### config.mk
export PLATFORM = sky130hd
export DESIGN_NAME = qa_drv_prim_conflict_gate
export DESIGN_NICKNAME = d
export VERILOG_FILES = /design/src/rtl/qa_drv_prim_conflict_gate_pkg.sv /design/src/rtl/qa_drv_prim_conflict_gate_fifo.sv /design/src/rtl/qa_drv_prim_conflict_gate.sv
export SDC_FILE = /design/constraint.sdc
export NUM_CORES = 1
export LEC_CHECK = 0
export BUFFER_PORTS_ARGS = -buffer_cell sky130_fd_sc_hd__buf_4
export CAP_MARGIN = 20
export CELL_PAD_IN_SITES_DETAIL_PLACEMENT = 1
export CELL_PAD_IN_SITES_GLOBAL_PLACEMENT = 2
export CORE_MARGIN = 4
export CORE_UTILIZATION = 45
export CTS_BUF_LIST = sky130_fd_sc_hd__clkbuf_8
export CTS_CLUSTER_SIZE = 12
export DETAILED_ROUTE_END_ITERATION = 8
export PLACE_DENSITY_LB_ADDON = 0.1
export RECOVER_POWER = 50
export SLEW_MARGIN = 0
export SYNTH_ARGS = -nofsm -noshare
export SYNTH_HDL_FRONTEND = slang
export SYNTH_SLANG_ARGS = --single-unit
### constraint.sdc
create_clock -name clk -period 4.9 [get_ports clk]
set_clock_uncertainty 0.05 [all_clocks]
set_input_delay 0.98 -clock clk [delete_from_list [all_inputs] [get_ports clk]]
set_output_delay 0.98 -clock clk [all_outputs]
set_load 0.02 [all_outputs]
### src/rtl/qa_drv_prim_conflict_gate_pkg.sv
// Shared types and the address-to-bucket hash for the QA driver conflict gate
// and its counting filter.
package qa_drv_prim_conflict_gate_pkg;

   localparam int N_BUCKETS_DEF = 16;
   localparam int N_TAGS_DEF    = 16;
   localparam int HASH_MAX_W    = 16;

   typedef logic [$clog2(N_BUCKETS_DEF)-1:0] t_bucket_idx;
   typedef logic [$clog2(N_TAGS_DEF)-1:0]    t_tag;

   // XOR of all bucket_w-wide chunks from bit 0; addr arrives zero-extended,
   // which supplies the padding of the last partial chunk.
   function automatic logic [HASH_MAX_W-1:0] bucket_hash(input logic [63:0] addr,
                                                         input int addr_w,
                                                         input int bucket_w);
      logic [63:0] mask;
      logic [63:0] acc;
      mask = (64'd1 << bucket_w) - 64'd1;
      acc  = '0;
      for (int c = 0; c < 64; c++) begin
         if (c * bucket_w < addr_w) begin
            acc = acc ^ ((addr >> (c * bucket_w)) & mask);
         end
      end
      return acc[HASH_MAX_W-1:0];
   endfunction

endpackage

### src/rtl/qa_drv_prim_conflict_gate_fifo.sv
// In-order request FIFO with registered full/empty flags.
module qa_drv_prim_conflict_gate_fifo #(
   parameter int WIDTH = 33,
   parameter int DEPTH = 4
) (
   input  logic             clk,
   input  logic             reset,
   input  logic             push,
   input  logic [WIDTH-1:0] push_data,
   input  logic             pop,
   output logic [WIDTH-1:0] head_data,
   output logic             full,
   output logic             empty
);
   import qa_drv_prim_conflict_gate_pkg::*;

   localparam int AW = $clog2(DEPTH);
   localparam logic [AW:0] FULL_CNT = DEPTH[AW:0];

   logic [WIDTH-1:0] mem [DEPTH];
   logic [AW-1:0]    wptr;
   logic [AW-1:0]    rptr;
   logic [AW:0]      count;
   logic [AW:0]      count_nxt;
   logic             do_push;
   logic             do_pop;

   assign do_push   = push && !full;
   assign do_pop    = pop && !empty;
   assign head_data = mem[rptr];

   always_comb begin
      count_nxt = count;
      if (do_push && !do_pop) begin
         count_nxt = count + (AW+1)'(1);
      end else if (!do_push && do_pop) begin
         count_nxt = count - (AW+1)'(1);
      end
   end

   always_ff @(posedge clk) begin
      if (reset) begin
         wptr  <= '0;
         rptr  <= '0;
         count <= '0;
         full  <= 1'b0;
         empty <= 1'b1;
      end else begin
         if (do_push) wptr <= wptr + AW'(1);
         if (do_pop)  rptr <= rptr + AW'(1);
         count <= count_nxt;
         full  <= (count_nxt == FULL_CNT);
         empty <= (count_nxt == '0);
      end
   end

   always_ff @(posedge clk) begin
      if (do_push) mem[wptr] <= push_data;
   end

endmodule

### src/rtl/qa_drv_prim_conflict_gate.sv
// Ordering gate ahead of the counting filter: issues the FIFO head only when it
// cannot reorder against an in-flight access to the same bucket.
module qa_drv_prim_conflict_gate #(
   parameter int ADDR_WIDTH = 32,
   parameter int N_BUCKETS  = 16,
   parameter int N_TAGS     = 16,
   parameter int FIFO_DEPTH = 4
) (
   input  logic                         clk,
   input  logic                         reset,
   input  logic [ADDR_WIDTH-1:0]        req_addr,
   input  logic                         req_isWrite,
   input  logic                         req_valid,
   output logic                         req_ready,
   output logic [ADDR_WIDTH-1:0]        out_addr,
   output logic                         out_isWrite,
   output logic [$clog2(N_TAGS)-1:0]    out_tag,
   output logic                         out_valid,
   input  logic                         out_ready,
   input  logic [$clog2(N_TAGS)-1:0]    rsp_tag,
   input  logic                         rsp_valid,
   output logic [$clog2(N_BUCKETS)-1:0] flt_test_req,
   input  logic                         flt_test_notFull,
   input  logic                         flt_test_isZero,
   output logic [$clog2(N_BUCKETS)-1:0] flt_insert,
   output logic                         flt_insert_en,
   output logic [$clog2(N_BUCKETS)-1:0] flt_remove,
   output logic                         flt_remove_en,
   output logic                         err_badTag
);
   import qa_drv_prim_conflict_gate_pkg::*;

   localparam int BW = $clog2(N_BUCKETS);
   localparam int TW = $clog2(N_TAGS);
   localparam int FW = ADDR_WIDTH + 1;

   logic [FW-1:0]         head_p0;
   logic                  vld_p0;
   logic [ADDR_WIDTH-1:0] addr_p0;
   logic                  wr_p0;
   logic [BW-1:0]         bkt_p0;
   logic                  fifo_full;
   logic                  fifo_empty;

   logic [N_TAGS-1:0]     tag_vld;
   logic [N_TAGS-1:0]     tag_wr;
   logic [BW-1:0]         tag_bkt [N_TAGS];
   logic [N_BUCKETS-1:0]  wr_pend;
   logic                  free_any;
   logic [TW-1:0]         free_tag;

   logic                  can_out;
   logic                  hazard_ok;
   logic                  issue;
   logic                  rsp_hit;

   logic                  vld_p1;
   logic [ADDR_WIDTH-1:0] addr_p1;
   logic                  wr_p1;
   logic [TW-1:0]         tag_p1;

   qa_drv_prim_conflict_gate_fifo #(
      .WIDTH (FW),
      .DEPTH (FIFO_DEPTH)
   ) u_fifo (
      .clk       (clk),
      .reset     (reset),
      .push      (req_valid),
      .push_data ({req_isWrite, req_addr}),
      .pop       (issue),
      .head_data (head_p0),
      .full      (fifo_full),
      .empty     (fifo_empty)
   );

   // Stage p0: FIFO head, bucket hash and issue decision
   assign vld_p0  = !fifo_empty;
   assign addr_p0 = head_p0[ADDR_WIDTH-1:0];
   assign wr_p0   = head_p0[ADDR_WIDTH];

   always_comb begin
      bkt_p0 = BW'(bucket_hash(64'(addr_p0), ADDR_WIDTH, BW));
   end

   always_comb begin
      free_any = 1'b0;
      free_tag = '0;
      for (int t = N_TAGS - 1; t >= 0; t--) begin
         if (!tag_vld[t]) begin
            free_any = 1'b1;
            free_tag = TW'(t);
         end
      end
   end

   // Reads may share a bucket with other reads but never pass a pending write;
   // writes wait until the bucket has drained completely.
   assign can_out   = !vld_p1 || out_ready;
   assign hazard_ok = wr_p0 ? flt_test_isZero : (flt_test_notFull && !wr_pend[bkt_p0]);
   assign issue     = !reset && vld_p0 && free_any && can_out && hazard_ok;
   assign rsp_hit   = rsp_valid && tag_vld[rsp_tag];

   assign req_ready     = !reset && !fifo_full;
   assign flt_test_req  = vld_p0 ? bkt_p0 : '0;
   assign flt_insert_en = issue;
   assign flt_insert    = issue ? bkt_p0 : '0;
   assign flt_remove_en = rsp_hit;
   assign flt_remove    = rsp_hit ? tag_bkt[rsp_tag] : '0;

   always_ff @(posedge clk) begin
      if (reset) begin
         tag_vld    <= '0;
         wr_pend    <= '0;
         err_badTag <= 1'b0;
      end else begin
         if (issue) begin
            tag_vld[free_tag] <= 1'b1;
            if (wr_p0) wr_pend[bkt_p0] <= 1'b1;
         end
         if (rsp_hit) begin
            tag_vld[rsp_tag] <= 1'b0;
            if (tag_wr[rsp_tag]) wr_pend[tag_bkt[rsp_tag]] <= 1'b0;
         end
         if (rsp_valid && !rsp_hit) err_badTag <= 1'b1;
      end
   end

   always_ff @(posedge clk) begin
      if (issue) begin
         tag_bkt[free_tag] <= bkt_p0;
         tag_wr[free_tag]  <= wr_p0;
      end
   end

   // Stage p1: output register, held while stalled
   always_ff @(posedge clk) begin
      if (reset) begin
         vld_p1  <= 1'b0;
         addr_p1 <= '0;
         wr_p1   <= 1'b0;
         tag_p1  <= '0;
      end else if (issue) begin
         vld_p1  <= 1'b1;
         addr_p1 <= addr_p0;
         wr_p1   <= wr_p0;
         tag_p1  <= free_tag;
      end else if (out_ready) begin
         vld_p1  <= 1'b0;
      end
   end

   assign out_valid   = vld_p1;
   assign out_addr    = addr_p1;
   assign out_isWrite = wr_p1;
   assign out_tag     = tag_p1;

endmodule

==> summary.txt <==
Logic synthesis
  – Largest area contributor in the netlist: edfxtp_1
  – Post-synth EDFFs: 212
  – Top_reg_cell synth: edfxtp_1
  – Simple-Gate Fraction of Synth Area: 8.49%
  – Part of the Yosys area used for sequential elements: 66.7%
  – Synth Area per Inst: 15.3 sq um
  – YS warnings: 0
  – Post-synth ARST share: 0%
  – Largest family of logic cells by synthesized area: multiplexers
  – Syn Inst Count: 786
  – Fraction of the mapped netlist area in adder cells: 0.626%
  – Synth Area in Compound Gates: 4.19%
  – Top-count cell post-synth: edfxtp_1
  – Seq cells post-synth: 294
  – Top-area cell type share of the netlist area: 53.0%
  – Top post-synthesis cells by area: edfxtp_1, dfxtp_1, mux4_2, nor2_1, mux2i_1
  – Synth Area in XOR/XNOR: 2.39%
  – Post-synthesis mux area share: 15.3%
  – Most frequent cells after synthesis: edfxtp_1, nor2_1, dfxtp_1
  – Yosys cell types: 49
  – Syn Std Cell Area: 12,000 sq um
  – Syn nets: 836

Placement
  – Placed cell count: 1,212
  – Port Buffers: 97
  – Dpl ws: -0.155 ns
  – Placer Congestion: 0.841
  – Placed wire-length estimate: 19,900 um

Power
  – Leakage: 5.37 nW
  – Clock network power share: 33.1%
  – Max VDD drop: 0.000299 V
  – Net Sw Frac: 28.7%
  – Switching power: 2.00 mW
  – Comb pwr share: 24.0%
  – Reg power frac: 42.9%
  – Power per cell area: 468 nW/um^2
  – Internal power: 4.96 mW

Timing
  – Period minus WS final: 5.00 ns
  – Worst hold margin: 0.424 ns
  – Fin. max-slew vios: 83
  – RSZ-0062 raised after global routing: true
  – Endpoints failing hold: 0
  – # setup viols final: 5
  – Max Freq: 0.200 GHz
  – PnR worst setup slack: -0.0997 ns
  – Relative slew margins: -36.1%
  – Pin slew with the least headroom to its limit: 2.04 ns
  – Fin crit share: 102%

Setup path
  – WP data required: 3.87 ns
  – Critical path cell sequence: buf_12 > buf_12 > mux4_2 > xnor2_1 > xnor2_2 > buf_4 > xnor2_4 > mux2i_2 > nor4_4 > a211oi_4 > a31oi_4 > buf_6 > nor2b_4 > buf_6
  – Reg2reg path depth: 16
  – Slowest cell delay on critical path: 0.52 ns
  – Worst R2R End: tag_bkt[7][3]
  – Top delay family on crit path: multiplexers
  – Reg2Reg Setup Slack: 0.21 ns
  – Kind of critical path: flip-flop to output port
  – Worst Path Buf+Inv: 5
  – Crit path DAT: 3.97 ns
  – Crit end category: output port
  – Worst Setup Start Kind: flip-flop
  – Crit-path max FO: 8
  – WP depth: 14
  – Critical-path top delay cell: mux4_2
  – Setup crit end: flt_insert[1]

Clock network
  – Later-pin clock latency in the skew report: 0.59 ns
  – Clock Pin Slew Worst Setup and Hold Paths: 0.07 ns
  – CTS tree: done
  – Root buf cell: clkbuf_8
  – Clock Sinks: 294
  – Num CTS Buffers: 50
  – # H-tree levels: 2
  – Longest Clk Path Bufs: 3

Routing
  – Routed vias: 7,312
  – DRT Wirelength: 31,000 um
  – Post-route ant nets: 0
  – Post-DR vias/cell: 5.44
  – Initial DRC Count: 493
  – Average wire per standard cell: 23.1 um
  – First drt pass iteration count: 4
  – # DRC: 0

GRT
  – Largest net degree at the start of global routing: 83
  – First-pass GRT wire length: 48,200 um
  – Global-route usage over all layers: 21.5%
  – Initial antenna violation count: 1
  – Gr ovfl total: 0
  – Number of global-route vias before repair: 8,222

Flow run
  – Max-cap violations: 1

Finish
  – Syn-to-layout area delta: 23.7%
  – Filler cell count: 2,521
  – Finished Layout Cells: 1,344
  – Layout cells sized above 1: 31.4%
  – Ant. Diodes: 0
  – Nets: 1,018

Floorplanning
  – Die X-Extent: 171 um
  – Initial Utilization: 45.9%
  – Core Footprint: 26,100 sq um
  – Row cnt: 59
  – Die Y: 171 um
  – Io pins: 98
  – Die ar.: 29,300 sq um

Status
  – Status: complete, but fails checks
  – Failing checks: capacitance limit, slew limit, setup timing

Min path
  – Min-delay worst type: flip-flop to flip-flop
-- sequential cells by signal, summed over array words and instances (netlist names), 2 cells and up, named ones only --
name,count
u_fifo.mem,132
tag_bkt,64
out_addr,32
tag_vld,16
tag_wr,16
wr_pend,16
out_tag,4
u_fifo.count,3
u_fifo.rptr,2
u_fifo.wptr,2
-- layout by cell type, fill, tap and decap left out, drive strengths merged, types with 2 or more instances in the layout --
master and count:
buf 129, dfxtp 82, ha 6, or3 5, clkinvlp 2, a211oi 8
mux2i 40, bufinv 4, a31oi 5, nor4 2, nand4 4, nor3 35
nand3b 2, nand2b 7, a21oi 36, and3 5, a311oi 2, and2 7
xnor2 31, mux4 63, o21a 2, a22o 2, nand3 12, or2 2
clkbuf 94, inv 38, edfxtp 212, nor2 107, nand2 24, a2111oi 4
clkinv 13, o21ai 6, nor2b 10
-- power groups by stage --
stage               sequential (mW)  combinational [mW]  clock (mW)
floorplan                      3.04               0.712           0
global placement               3.03                1.23           0
detailed placement             3.03                1.26           0
CTS                            2.98                1.63        2.37
global route                   2.99                1.77        2.50
finish                         2.98                1.67        2.30
-- final cells by class --
class	instances	area [sq um]	share of cell area [%]
Tap cell	335	419	2.82
Inverter	23	86.3	0.581
Timing Repair Buffer	164	1260	8.50
Sequential cell	294	8010	53.9
Clock buffer	59	812	5.47
Multi-Input combinational cell	435	4000	26.9
Clock inverter	34	263	1.77
-- cell families (layout without fill, tap and decap cells) --
logic type	after synthesis	count (layout)
compound gates	70	70
xor+xnor	31	32
fa+ha+maj	6	6
buf+inv	58	280
flops	294	294
mux	104	104
simple gates	223	223
-- worst min-delay path by stage --
stage | startpoint | end | slack, ns | cells after the start
after floorplan | u_fifo.wptr[1] | u_fifo.wptr[1] | 0.42 | 2
after detailed placement | err_badTag | err_badTag | 0.42 | 2
final | err_badTag | err_badTag | 0.42 | 2
after global placement | err_badTag | err_badTag | 0.40 | 2
after global routing | out_tag[2] | out_tag[2] | 0.48 | 2
after CTS | err_badTag | err_badTag | 0.43 | 2
-- stage by stage --
stage	setup TNS (ns)	util (%)	instance area (sq um)	total power, mW
2_1_floorplan	0	-	12000	3.75
3_3_place_gp	-0.0405	50.5	13200	4.25
3_5_place_dp	-5.38	50.5	13200	4.30
4_1_cts	-0.349	56.9	14900	6.98
5_1_grt	-1.19	56.8	14800	7.26
6_report	-0.343	56.8	14800	6.96
-- per-layer routing --
layer / global-route usage (%) / wire (um)
met1: 26.9 / 12700
met4: 5.89 / 697
met3: 3.70 / 1450
met2: 38.7 / 16200
met5: 0 / 10
-- tightest hold or removal path, delay by kind of cell (launching register included) --
kind / cells / cell delay (ns)
AOI/OAI and AO/OA: 1 / 0.04
DFF: 1 / 0.33
and+or+nand+nor: 1 / 0.07
-- timing repair --
action,CTS,global route
gates cloned,2,0
endpoints found under the setup margin,87,5
hold buffers,0,0
pin swaps,17,7
setup buffers,30,7
resized for setup,49,13
Note: power is estimated with default switching activity, not from simulation.
